===== src/rtl/data_mem_arbiter.sv =====
// data_mem_arbiter: round-robin arbiter sharing the single-port data_mem
// between the core load/store path (port 0) and the debug/DMA path (port 1).
// Ports:
//   Clk_Core, Rst_Core_N          clock, synchronous active-low reset
//   ReqN_Valid/Ready/Addr/Wdata/Wstrb  request handshake per port (Wstrb=0 is a read)
//   RspN_Valid/Rdata/Err          registered one-cycle response per port
//   Read_Ctrl, Write_Ctrl, Mem_Data_Address, Mem_Data_Write  to data_mem
//   Mem_Data_Read                 from data_mem, valid the cycle after Read_Ctrl
module data_mem_arbiter #(
    parameter int unsigned MEM_SIZE = 256
) (
    input  logic        Clk_Core,
    input  logic        Rst_Core_N,
    input  logic        Req0_Valid,
    output logic        Req0_Ready,
    input  logic [31:0] Req0_Addr,
    input  logic [31:0] Req0_Wdata,
    input  logic [3:0]  Req0_Wstrb,
    input  logic        Req1_Valid,
    output logic        Req1_Ready,
    input  logic [31:0] Req1_Addr,
    input  logic [31:0] Req1_Wdata,
    input  logic [3:0]  Req1_Wstrb,
    output logic        Rsp0_Valid,
    output logic [31:0] Rsp0_Rdata,
    output logic        Rsp0_Err,
    output logic        Rsp1_Valid,
    output logic [31:0] Rsp1_Rdata,
    output logic        Rsp1_Err,
    output logic        Read_Ctrl,
    output logic [3:0]  Write_Ctrl,
    output logic [31:0] Mem_Data_Address,
    output logic [31:0] Mem_Data_Write,
    input  logic [31:0] Mem_Data_Read
);

    localparam int unsigned ADDR_SIZE = $clog2(MEM_SIZE);
    localparam int unsigned TAG_LSB   = ADDR_SIZE + 2;

    typedef struct packed {
        logic [31:0] addr;
        logic [31:0] wdata;
        logic [3:0]  wstrb;
    } req_t;

    typedef enum logic {
        IDLE,
        RD_WAIT
    } state_t;

    state_t      state, state_nxt;
    logic        last_grant;
    logic        owner;
    req_t        req [2];
    req_t        sel_req;
    logic        gnt_valid;
    logic        gnt_sel;
    logic        sel_in_range;
    logic [1:0]  rsp_valid_q;
    logic [1:0]  rsp_err_q;
    logic [31:0] rsp_rdata_q [2];

    assign req[0] = '{addr: Req0_Addr, wdata: Req0_Wdata, wstrb: Req0_Wstrb};
    assign req[1] = '{addr: Req1_Addr, wdata: Req1_Wdata, wstrb: Req1_Wstrb};

    // Arbitration, memory drive and next state; Ready is held low during reset.
    always_comb begin
        state_nxt        = state;
        gnt_valid        = 1'b0;
        gnt_sel          = 1'b0;
        sel_req          = req[0];
        sel_in_range     = 1'b0;
        Req0_Ready       = 1'b0;
        Req1_Ready       = 1'b0;
        Read_Ctrl        = 1'b0;
        Write_Ctrl       = 4'b0000;
        Mem_Data_Address = 32'd0;
        Mem_Data_Write   = 32'd0;
        case (state)
            IDLE: begin
                if (Rst_Core_N && (Req0_Valid || Req1_Valid)) begin
                    gnt_valid    = 1'b1;
                    // With both pending, the port that did not win last time goes.
                    gnt_sel      = (Req0_Valid && Req1_Valid) ? ~last_grant : Req1_Valid;
                    sel_req      = req[gnt_sel];
                    sel_in_range = (sel_req.addr[31:TAG_LSB] == '0);
                    Req0_Ready   = ~gnt_sel;
                    Req1_Ready   = gnt_sel;
                    if (sel_in_range) begin
                        Mem_Data_Address = sel_req.addr;
                        if (sel_req.wstrb != 4'b0000) begin
                            Write_Ctrl     = sel_req.wstrb;
                            Mem_Data_Write = sel_req.wdata;
                        end else begin
                            Read_Ctrl = 1'b1;
                            state_nxt = RD_WAIT;
                        end
                    end
                end
            end
            RD_WAIT: state_nxt = IDLE;
            default: state_nxt = IDLE;
        endcase
    end

    // State, grant history and registered responses.
    always_ff @(posedge Clk_Core) begin
        if (!Rst_Core_N) begin
            state          <= IDLE;
            last_grant     <= 1'b1;
            owner          <= 1'b0;
            rsp_valid_q    <= 2'b00;
            rsp_err_q      <= 2'b00;
            rsp_rdata_q[0] <= 32'd0;
            rsp_rdata_q[1] <= 32'd0;
        end else begin
            state       <= state_nxt;
            rsp_valid_q <= 2'b00;
            if (gnt_valid) begin
                last_grant <= gnt_sel;
                if (sel_in_range && (sel_req.wstrb == 4'b0000)) begin
                    owner <= gnt_sel;
                end else begin
                    // Writes and range errors answer next cycle without read data.
                    rsp_valid_q[gnt_sel] <= 1'b1;
                    rsp_rdata_q[gnt_sel] <= 32'd0;
                    rsp_err_q[gnt_sel]   <= ~sel_in_range;
                end
            end
            if (state == RD_WAIT) begin
                rsp_valid_q[owner] <= 1'b1;
                rsp_rdata_q[owner] <= Mem_Data_Read;
                rsp_err_q[owner]   <= 1'b0;
            end
        end
    end

    assign Rsp0_Valid = rsp_valid_q[0];
    assign Rsp1_Valid = rsp_valid_q[1];
    assign Rsp0_Err   = rsp_err_q[0];
    assign Rsp1_Err   = rsp_err_q[1];
    assign Rsp0_Rdata = rsp_rdata_q[0];
    assign Rsp1_Rdata = rsp_rdata_q[1];

endmodule


===== config.mk =====
export PLATFORM = sky130hd
export DESIGN_NAME = data_mem_arbiter
export DESIGN_NICKNAME = d
export VERILOG_FILES = /design/src/rtl/data_mem_arbiter.sv
export SDC_FILE = /design/constraint.sdc
export NUM_CORES = 1
export LEC_CHECK = 0
export ABC_CLOCK_PERIOD_IN_PS = 4700
export CAP_MARGIN = 0
export CORE_AREA = 3 3 120 122
export CTS_BUF_LIST = sky130_fd_sc_hd__clkbuf_4
export DETAILED_ROUTE_END_ITERATION = 8
export DIE_AREA = 0 0 123 125
export HOLD_SLACK_MARGIN = 0.02
export PLACE_DENSITY = 0.73
export RECOVER_POWER = 50
export SYNTH_ARGS = -nofsm -noshare
export SYNTH_HDL_FRONTEND = slang
export SYNTH_SLANG_ARGS = --single-unit

===== constraint.sdc =====
create_clock -name Clk_Core -period 4.7 [get_ports Clk_Core]
set_input_delay 1.175 -clock Clk_Core [delete_from_list [all_inputs] [get_ports Clk_Core]]
set_output_delay 1.175 -clock Clk_Core [all_outputs]
set_load 0.01 [all_outputs]

==> impl_metrics.env <==
export IMPL_synthAdderAreaFrac=0
export IMPL_fin_ws_ns=0.150
export IMPL_r2r_slack_ns=1.84
export IMPL_power_share_clock=0.256
export IMPL_p_sw_w=0.000346
export IMPL_fin_worst_skew_ns=0.00918
export IMPL_multiInputGateArea_sq_mm=0.00156
export IMPL_relSlewSlack=-0.0547
export IMPL_rsz0062_at_grt="no"
export IMPL_wire_per_inst_um=16.7
export IMPL_area_growth_pct=86.4
export IMPL_slew_viol_final=67
export IMPL_postRouteAntennaNets=0
export IMPL_hp_class="reg -> reg"
export IMPL_fin_crit_ns=4.55
export IMPL_grt_pass1_wl_um=22000
export IMPL_synth_cell_type_count=34
export IMPL_cp_max_fo=5
export IMPL_maxCapViolCount=2
export IMPL_worst_pin_slew_ns=1.58
export IMPL_post_route_drc_count=0
export IMPL_p_seq_frac=0.511
export IMPL_post_place_ws_ns=-0.0711
export IMPL_status="complete, but fails checks"
export IMPL_finalHoldViolations=0
export IMPL_fp_dieH_um=125
export IMPL_cp_data_required_time_ns=3.52
export IMPL_fin_tns_setup_ns=0
export IMPL_dp_hpwl_um=11700
export IMPL_synth_simple_area_share=0.249
export IMPL_clock_sinks=71
export IMPL_slowest_delay_ns=0.60
export IMPL_p_int_w=0.00108
export IMPL_start_kind="primary input"
export IMPL_portBuffers=288
export IMPL_comb_power_share=0.233
export IMPL_grt_antenna_before_repair=1
export IMPL_grt_pass1_vias=4050
export IMPL_p_per_area_mw_per_mm2=203
export IMPL_htree_levels=3
export IMPL_cts_tree="built"
export IMPL_dr_pass1_iters=4
export IMPL_timing_final_crit_share=0.968
export IMPL_synth_top_family_by_area="simple AND/OR/NAND/NOR gates"
export IMPL_nFillCells=1195
export IMPL_crit_type="in -> out"
export IMPL_numCtsBuffers=9
export IMPL_ctsHoldBuffers=0
export IMPL_overflow=0
export IMPL_finalSetupViolCount=0
export IMPL_io_pins=311
export IMPL_drt_vias_per_instance=4.52
export IMPL_avgSynthCellArea_sq_um=9.11
export IMPL_via_count=4026
export IMPL_synth_area_sq_mm=0.00378
export IMPL_ys_warn_count=0
export IMPL_grtUsageTotal=0.183
export IMPL_critPathTopFamily="buffers and inverters"
export IMPL_nNetsFinal=881
export IMPL_synth_seq_cells=71
export IMPL_peakVddDrop_v=0.0000980
export IMPL_syn_inst=415
export IMPL_swShare=0.242
export IMPL_drive_above_1_share=0.101
export IMPL_worstSkewPairLatency_ns=0.40
export IMPL_gp_routability_congestion=0.939
export IMPL_synth_seq_area_share=0.546
export IMPL_max_freq_ghz=0.220
export IMPL_seq_area_sq_mm=0.00206
export IMPL_cts_root_buf="clkbuf_4"
export IMPL_die_w_um=123
export IMPL_num_rows=42
export IMPL_synth_compound_area_frac=0.125
export IMPL_crit_path_end_kind="output port"
export IMPL_clk_pin_slew_ns=0.10
export IMPL_core_region_area_sq_mm=0.0133
export IMPL_arrival_ns=3.38
export IMPL_clockBufferDepth=2
export IMPL_synth_mux_area_frac=0.00298
export IMPL_crit_path_top_delay_cell="clkdlybuf4s50_1"
export IMPL_grt_max_degree=47
export IMPL_path_buf_inv=4
export IMPL_initialDrtViolationCount=256
export IMPL_start_util=0.284
export IMPL_path_cells="clkdlybuf4s50_1, nor4_2, nand3_1, buf_4, nand2_1, nand3_1, buf_4, a21oi_1, clkdlybuf4s50_1"
export IMPL_failed_checks="max-capacitance violations, max-slew violations"
export IMPL_wirelength_um=14900
export IMPL_leakagePower_nw=3.16
export IMPL_synthXorXnorAreaFrac=0
export IMPL_dieArea_sq_mm=0.0154
export IMPL_yosys_area_top_type="edfxtp_1"
export IMPL_yosys_top_cells_area="edfxtp_1 51%, nand2_1 13%, a21oi_2 7.0%"
export IMPL_yosysTopAreaCellShare=0.508
[cells in the mapped netlist (all sizes together)]
library cell  count
nand2           131
nor2             68
edfxtp           64
a21oi            50
buf              27
clkbuf           20
nor4             12
dfxtp             7
and3              5
nand3             4
nand4             3
o21ai             3
a21boi            2
and4              2
inv               2
nand2b            2
a21bo             1
a21o              1
a221oi            1
a222oi            1
a22oi             1
a41oi             1
and2              1
and2b             1
conb              1
mux2              1
o211a             1
o211ai            1
o21a              1
[state kept, by name, summed over array words and instances, names as in the netlist]
register / flops
last_grant: 1
owner: 1
rsp_err_q: 2
rsp_rdata_q: 64
rsp_valid_q: 2
state: 1
[layout by cell type, fill, tap and decap left out, types with 2 or more instances in the layout]
cell type,instances
clkbuf_1,4
and4_1,2
nand4_1,3
nand3_1,4
edfxtp_1,64
dlymetal6s2s_1,18
nand2_1,131
o21ai_0,3
clkinv_2,2
clkbuf_4,12
conb_1,22
inv_1,2
nor2_1,68
dfxtp_1,7
nor4_1,9
and3_1,5
clkdlybuf4s50_1,188
buf_4,15
diode_2,2
dlygate4sd3_1,68
dlygate4sd2_1,14
a21oi_1,20
a21oi_2,30
nor4_2,3
[power groups by stage]
stage	Sequential [W]	Combinational, W	Clock, W
6_report	0.000731	0.000334	0.000366
5_1_grt	0.000734	0.000357	0.000408
4_1_cts	0.000733	0.000348	0.000382
3_5_place_dp	0.000748	0.000344	0
3_3_place_gp	0.000746	0.000344	0
2_1_floorplan	0.000766	0.0000925	0
[worst min-delay path, cell delays in order, from the launching register on]
cell and delay (ns):
dfxtp_1 0.36, nand2_1 0.06, and3_1 0.14
[cell families (layout without fill, tap and decap cells)]
logic type      count (synthesis)  in the layout
simple gates                  229            229
flops                          71             71
compound gates                 64             64
buf+inv                        49            326
other cells                     1             24
mux                             1              1
[per-stage QoR]
stage | power, W | area [sq um] | instances | hold slack (ns) | util
final | 0.00143 | 7050 | 891 | 0.584 | 0.530
after global routing | 0.00150 | 7050 | 891 | 0.632 | 0.530
after CTS | 0.00146 | 7010 | 889 | 0.599 | 0.527
after detailed placement | 0.00109 | 6880 | 873 | 0.569 | 0.517
after global placement | 0.00109 | 6880 | 873 | 0.553 | 0.517
after floorplan | 0.000859 | 3860 | 436 | 0.520 | -
[what timing repair did]
action,CTS,global route
pin swaps,2,1
setup endpoints to repair,32,25
buffers inserted,1,0
resized for setup,16,20
[final timing paths]
kind                 start                  to  cells past startpoint
min reg2reg          owner        rsp_err_q[1]                      2
max reg2reg          state  rsp_rdata_q[1][26]                      7
min                  owner        rsp_err_q[1]                      2
max          Req1_Addr[20]       Write_Ctrl[2]                      9
[cell type report]
| type | count | share of cell area |
|---|---|---|
| Multi-Input combinational cell | 316 | 0.221 |
| Inverter | 2 | 0.00107 |
| Sequential cell | 71 | 0.293 |
| Clock inverter | 4 | 0.00675 |
| Timing Repair Buffer | 309 | 0.435 |
| Antenna cell | 2 | 0.000710 |
| Tap cell | 176 | 0.0312 |
| Clock buffer | 11 | 0.0117 |
[metal layers]
metal	GRT usage	vias up	wire length (um)
met5	0	-	0
met4	0.0495	0	299
met3	0.0461	21	1230
met2	0.319	212	7570
met1	0.224	1840	5790
li1	-	1953	-
No activity file was read; power rests on OpenSTA's default activity.
